--- config.mk ---
export PLATFORM = sky130hd
export DESIGN_NAME = tmr0_event_unit
export DESIGN_NICKNAME = d
export VERILOG_FILES = /design/src/rtl/tmr0_event_unit.sv
export SDC_FILE = /design/constraint.sdc
export NUM_CORES = 1
export LEC_CHECK = 0
export ABC_AREA = 1
export BUFFER_PORTS_ARGS = -buffer_cell sky130_fd_sc_hd__buf_4
export CAP_MARGIN = 30
export CORE_AREA = 3 3 61 63
export DETAILED_ROUTE_END_ITERATION = 8
export DIE_AREA = 0 0 64 66
export GPL_ROUTABILITY_DRIVEN = 1
export PLACE_DENSITY = 0.77
export SLEW_MARGIN = 25
export SYNTH_ARGS = -nofsm -noshare
export SYNTH_HDL_FRONTEND = slang
export SYNTH_SLANG_ARGS = --single-unit
--- constraint.sdc ---
create_clock -name clk -period 3.5 [get_ports clk]
set_clock_uncertainty 0.15 [all_clocks]
set_input_delay 0.175 -clock clk [delete_from_list [all_inputs] [get_ports clk]]
set_output_delay 0.175 -clock clk [all_outputs]
set_load 0.02 [all_outputs]
--- src/rtl/tmr0_event_unit.sv ---
// rtl/tmr0_event_unit.sv - timer overflow/compare event detection, postscaler, IRQ and PWM
// Watches the timer count each cycle and derives sticky flags, a registered irq and pwm_out.
module tmr0_event_unit #(
  parameter int WIDTH  = 8,
  parameter int POST_W = 4
) (
  input  logic              clk,
  input  logic              reset,
  input  logic [WIDTH-1:0]  tmr_val,
  input  logic              tmr_load,
  input  logic [WIDTH-1:0]  cmp_val,
  input  logic              cmp_wr,
  input  logic [POST_W-1:0] postscale,
  input  logic              ie_ovf,
  input  logic              ie_cmp,
  input  logic              ack_ovf,
  input  logic              ack_cmp,
  output logic              ovf_flag,
  output logic              cmp_flag,
  output logic              irq,
  output logic              pwm_out
);

  typedef enum logic {IDLE = 1'b0, RUN = 1'b1} state_t;

  state_t            state;
  state_t            state_next;
  logic              run;
  logic [WIDTH-1:0]  prev;
  logic [POST_W-1:0] post_cnt;
  logic [WIDTH-1:0]  cmp_pend;
  logic [WIDTH-1:0]  cmp_act;
  logic              changed;
  logic              ovf_evt;
  logic              cmp_evt;
  logic              xfer;

  always_ff @(posedge clk) begin
    if (reset) state <= IDLE;
    else       state <= state_next;
  end

  // IDLE lasts exactly one cycle: it only exists to make prev valid.
  always_comb begin
    state_next = state;
    case (state)
      IDLE:    state_next = RUN;
      RUN:     state_next = RUN;
      default: state_next = IDLE;
    endcase
  end

  always_comb begin
    run = 1'b0;
    case (state)
      RUN:     run = 1'b1;
      default: run = 1'b0;
    endcase
  end

  assign changed = (tmr_val != prev);
  assign ovf_evt = run && changed && !tmr_load && (prev == {WIDTH{1'b1}}) && (tmr_val == '0);
  // A parallel load onto the compare value still counts as a match.
  assign cmp_evt = run && changed && (tmr_val == cmp_act);
  assign xfer    = ovf_evt || tmr_load || !run;

  always_ff @(posedge clk) begin
    if (reset) begin
      prev     <= '0;
      post_cnt <= '0;
      cmp_pend <= '0;
      cmp_act  <= '0;
      ovf_flag <= 1'b0;
      cmp_flag <= 1'b0;
      irq      <= 1'b0;
      pwm_out  <= 1'b0;
    end else begin
      prev <= tmr_val;
      if (cmp_wr) cmp_pend <= cmp_val;
      if (xfer)   cmp_act  <= cmp_pend;

      if (ovf_evt) begin
        if (post_cnt == postscale) post_cnt <= '0;
        else                       post_cnt <= post_cnt + 1'b1;
      end

      // Set takes priority over a simultaneous acknowledge.
      if (ovf_evt && (post_cnt == postscale)) ovf_flag <= 1'b1;
      else if (ack_ovf)                       ovf_flag <= 1'b0;

      if (cmp_evt)      cmp_flag <= 1'b1;
      else if (ack_cmp) cmp_flag <= 1'b0;

      irq     <= (ovf_flag & ie_ovf) | (cmp_flag & ie_cmp);
      pwm_out <= (tmr_val < cmp_act);
    end
  end

endmodule

# Word level (Yosys, flattened, before mapping)
# Cells that the tools add are included.
op_classes:
  bitwise: 3
  order_cmp: 1
  addsub: 1
  eq_ne: 4
  n_reduce_logical: 13
  n_mux: 7
op_table:
  columns: ["op", "count"]
  rows:
  - ["$eq 8x8->1", 1]
  - ["$eq 8x8->1 const B", 1]
  - ["$logic_not 8->1", 1]
  - ["$lt 8x8->1", 1]
  - ["$ne 8x8->1", 1]
  - ["$logic_and 1x1->1", 6]
  - ["$mux 1", 6]
  - ["$add 4x1->4 const B", 1]
  - ["$eq 4x4->1", 1]
  - ["$mux 4", 1]
  - ["$reduce_bool 2->1", 2]
  - ["$and 1x1->1", 2]
  - ["$logic_not 1->1", 2]
  - ["$logic_or 1x1->1", 2]
  - ["$or 1x1->1", 1]
totals:
  in_bits: 28
  output_inout_bits: 4
  reg_bits: 33
  elab_cells: 38

# Depth between registers and ports, before layout
depth:
  depth_word: 7
  depth_mapped: 12
  mapped_depth_nobuf: 11

# Worst setup path before layout
# OpenSTA, ideal clock, no wires.
synth_timing:
  kind: "reg-to-reg"
  start: "register prev[7]"
  end: "register cmp_act[0]"
  period_less_slack_ns: 1.472
  slack_ns: 2.028
  path_stages_with_launch: 9
  setup_ns: 0.115
  arrival_ns: 1.207
  path_cell_list: "dfxtp_1 -> nand2_2 -> nor2_2 -> nand3_2 -> nor2_4 -> nand3_4 -> buf_6 -> a21oi_1 -> nor2_1"
synth_between:
  elab_chain_cells: 7
  word_cells_on_any_way: 8
  classes_between: "2 x eq/ne; 6 x reduce/logical"
synth_lines:
  columns: ["element", "line_no", "text"]
  rows:
  - ["from (decl)", "29", "logic [WIDTH-1:0] prev;"]
  - ["from (signal assigned)", "78", "prev <= tmr_val;"]
  - ["$ne 8x8->1", "61", "assign changed = (tmr_val != prev);"]
  - ["$logic_and 1x1->1 (2 in a row)", "62", "assign ovf_evt = run && changed && !tmr_load && (prev == {WIDTH{1'b1}}) && (tmr_val == '0);"]
  - ["$logic_and 1x1->1 * (2 in a row)", "62", null]
  - ["$logic_or 1x1->1 * (2 in a row)", "65", "assign xfer = ovf_evt || tmr_load || !run;"]
  - ["to (signal assigned)", "80", "if (xfer) cmp_act <= cmp_pend;"]
  - ["to (decl)", "32", "logic [WIDTH-1:0] cmp_act;"]
# Mark *: on every way between the ends. The rest lies on a longest branch, timed or not.
# A chain may end at the register's enable or synchronous reset.

# Final worst setup path
layout_timing:
  start: "input tmr_val[0]"
  end: "register ovf_flag"
layout_between:
  elab_chain_cells: 7
  word_cells_on_any_way: 9
  classes_between: "1 x eq/ne; 1 x mux; 7 x reduce/logical"
layout_lines:
  columns: ["element", "line_no", "text"]
  rows:
  - ["from (decl)", "9", "input logic [WIDTH-1:0] tmr_val,"]
  - ["$ne 8x8->1", "61", null]
  - ["$logic_and 1x1->1 (3 in a row)", "62", null]
  - ["$logic_and 1x1->1 *", "62", null]
  - ["$logic_and 1x1->1 *", "88", "if (ovf_evt && (post_cnt == postscale)) ovf_flag <= 1'b1;"]
  - ["$mux 1 or $reduce_bool 2->1 (tied branches)", null, null]
  - ["to (signal assigned)", "73", "ovf_flag <= 1'b0;"]
  - ["to (signal assigned)", "88", null]
  - ["to (signal assigned)", "89", "else if (ack_ovf) ovf_flag <= 1'b0;"]
  - ["to (decl)", "18", "output logic ovf_flag,"]
# Marked as above.

==> results.py <==
metrics = {
    "outcome": {
        "status": "completed",
    },
    "synth": {
        "ys_types": 25,
        "synth_commonest_cells": "55 x nand2_1, 48 x nor2_1, 33 x dfxtp_1, 29 x inv_1, 14 x a21oi_1",
        "synth_area_um2": 1790,
        "yosys.area.top_type": "dfxtp_1",
        "synth_edf_count": 0,
        "ys_seq_area_frac": 0.370,
        "yosysMostFrequentCell": "nand2_1",
        "synth_cells": 255,
        "yosys.area.top_type_share": 0.370,
        "ys.flop_type": "dfxtp_1",
        "synthArstFlopShare": 0,
        "synthTopCellsByArea": "dfxtp_1 37%, nand2_1 12%, nor2_1 10%, ha_1 6.3%, inv_1 6.1%",
        "syn_nets": 292,
        "syn_avg_cell_area_um2": 7.01,
        "ys_ff_latch": 33,
        "synth-warning-count": 0,
    },
    "clock_tree": {
        "clockBufferDepth": 2,
        "cts_buffers": 5,
        "cts-root-buf": "clkbuf_4",
        "insertion_delay_ns": 0.33,
        "cts_resized": 0,
        "htree_levels": 2,
        "cts_tree": "yes",
        "clkTransAtPathRegs_ns": 0.10,
        "postCtsSetupBuffers": 0,
        "clock-sinks": 33,
    },
    "route": {
        "via_count": 1753,
        "first_pass_iters": 4,
        "route.detailed.drc": 0,
        "ant_nets": 0,
        "routed_wl_um": 3940,
        "vias_per_cell": 4.73,
        "wl_per_cell_um": 10.6,
        "drt_iter0_drc": 140,
    },
    "die": {
        "die_y_um": 66,
        "core_um2": 3280,
        "initial_core_util": 0.544,
        "num_rows": 21,
        "dieArea_um2": 4220,
        "die_x_um": 64,
        "io_pins": 32,
    },
    "worst_setup_path": {
        "start_kind": "input pin",
        "r2r_cells": 7,
        "r2r_start": "cmp_act[5]",
        "critPathRequiredTime_ns": 3.63,
        "cp.arrival_ns": 2.28,
        "crit_start": "tmr_val[0]",
        "end_kind": "flop",
        "timing.rr.end": "cmp_flag",
        "critPathMaxFanout": 6,
        "reg2reg_slack_ns": 1.56,
        "setup.worst_path.class": "in2reg",
    },
    "power": {
        "p_switching_uw": 209,
        "p_clk_frac": 0.263,
        "combPwrFrac": 0.206,
        "p_seq_frac": 0.531,
        "power.internal_uw": 553,
        "swShare": 0.274,
        "vdd_drop_max_v": 0.000232,
        "power_density_nw_per_um2": 312,
        "p_leak_nw": 1.16,
    },
    "timing": {
        "grt_setup_unrepaired": "false",
        "fin_setup_tns_ns": 0,
        "drv_slew": 0,
        "hold_viol_final": 0,
        "period_minus_slack_ns": 2.15,
        "clock.fmax_mhz": 464,
        "finalCritPeriodShare": 0.615,
        "finalSetupViolCount": 0,
        "slew_headroom": 0.549,
        "worst_pin_slew_ns": 0.675,
    },
    "final_layout": {
        "nets": 361,
        "area_delta_synth_final_pct": 36.5,
        "fin_util": 0.742,
        "fill_cells": 278,
        "antenna_cells": 0,
        "drive_gt1_frac": 0.191,
    },
    "global_route": {
        "grt_pass1_wl_um": 6890,
        "grt_max_degree": 20,
        "grt.overflow.total": 0,
        "grt_pass1_vias": 1679,
        "track_usage": 0.207,
        "antenna_found_initial": 0,
    },
    "worst_hold_path": {
        "holdPathEnd": "cmp_pend[4]",
        "min-delay-start": "cmp_wr",
        "hold_class": "in2reg",
        "min_delay_path_depth": 3,
    },
    "placed_design": {
        "port_buffers": 31,
        "place_hpwl_um": 2750,
        "gp_congestion": 0.857,
    },
    "run": {
        "drv_cap": 0,
    },
}
==> layout make-up <==
type | instances | area (um2) | area share
clock buffer | 6 | 41.3 | 0.0169
clock inverter | 2 | 10.0 | 0.00410
inverter | 36 | 135 | 0.0554
multi-input combinational | 182 | 951 | 0.390
sequential | 33 | 661 | 0.271
tap | 46 | 57.6 | 0.0236
timing repair buffer | 66 | 583 | 0.239
==> power groups by stage <==
stage	combinational (mW)	clock [mW]	sequential [mW]
2_1_floorplan	0.0811	0	0.412
3_3_place_gp	0.123	0	0.413
3_5_place_dp	0.126	0	0.413
4_1_cts	0.156	0.211	0.405
5_1_grt	0.178	0.228	0.407
6_report	0.157	0.200	0.405
==> worst max-delay path by stage <==
stage	cells after the start	endpoint	slack, ns
final	12	ovf_flag	1.35
after global routing	12	ovf_flag	1.22
after CTS	12	ovf_flag	1.38
after detailed placement	5	cmp_act[2]	1.60
after global placement	5	cmp_act[6]	1.73
after floorplan	8	cmp_act[0]	2.03
==> per-layer routing <==
metal / track usage / wire (um) / vias to the layer above / part of all wire
met5: 0 / 0 / - / 0
met4: 0.0809 / 114 / 0 / 0.029
met3: 0.0544 / 168 / 15 / 0.043
met2: 0.369 / 1950 / 38 / 0.50
met1: 0.234 / 1700 / 762 / 0.43
li1: - / - / 938 / -
==> through the flow <==
stage / worst slack [ns] / cell area (um2) / hold WS [ns] / power [mW] / cells
5_1_grt: 1.22 / 2440 / 0.0484 / 0.812 / 371
3_3_place_gp: 1.73 / 2030 / 0.244 / 0.536 / 328
2_1_floorplan: 2.03 / 1790 / 0.0941 / 0.493 / 255
3_5_place_dp: 1.60 / 2030 / 0.252 / 0.540 / 328
6_report: 1.35 / 2440 / 0.0175 / 0.762 / 371
4_1_cts: 1.38 / 2440 / 0.00355 / 0.771 / 371
==> registers in the layout, summed over array words and instances (netlist names), 4 cells and up <==
| name | count |
|---|---|
| cmp_pend | 8 |
| prev | 8 |
| post_cnt | 4 |
| cmp_act | 8 |
==> repair_timing <==
action                                  4_1_cts  5_1_grt
hold buffers                                 35        0
endpoints found under the hold margin        19        0
endpoints found under the setup margin        0        0
==> worst max-delay path: stages <==
cell           delay [ns]
dlygate4sd3_1        0.54
buf_4                0.15
inv_2                0.08
nand2_1              0.08
nand2_1              0.06
nor2_1               0.04
nand2_1              0.05
nor2_1               0.05
nor2_2               0.22
nand3_1              0.14
a21oi_1              0.14
dlygate4sd3_1        0.56
==> kinds of logic after synthesis <==
logic type | share of synthesized area
flops | 0.370
compound gates | 0.0749
xor+xnor | 0.0294
buf+inv | 0.0994
fa+ha+maj | 0.0630
simple gates | 0.363
==> placed cells by master, fill, tap and decap left out, drive strengths merged <==
master,n
and2,3
nor2,54
nand2,60
inv,35
dfxtp,33
xor2,2
xnor2,4
dlygate4sd3,35
ha,9
nand3,14
o21ai,11
clkinv,3
clkbuf,6
buf,31
a21oi,15
nor3,4
nand4,6
(Power assumes the default switching activity.)
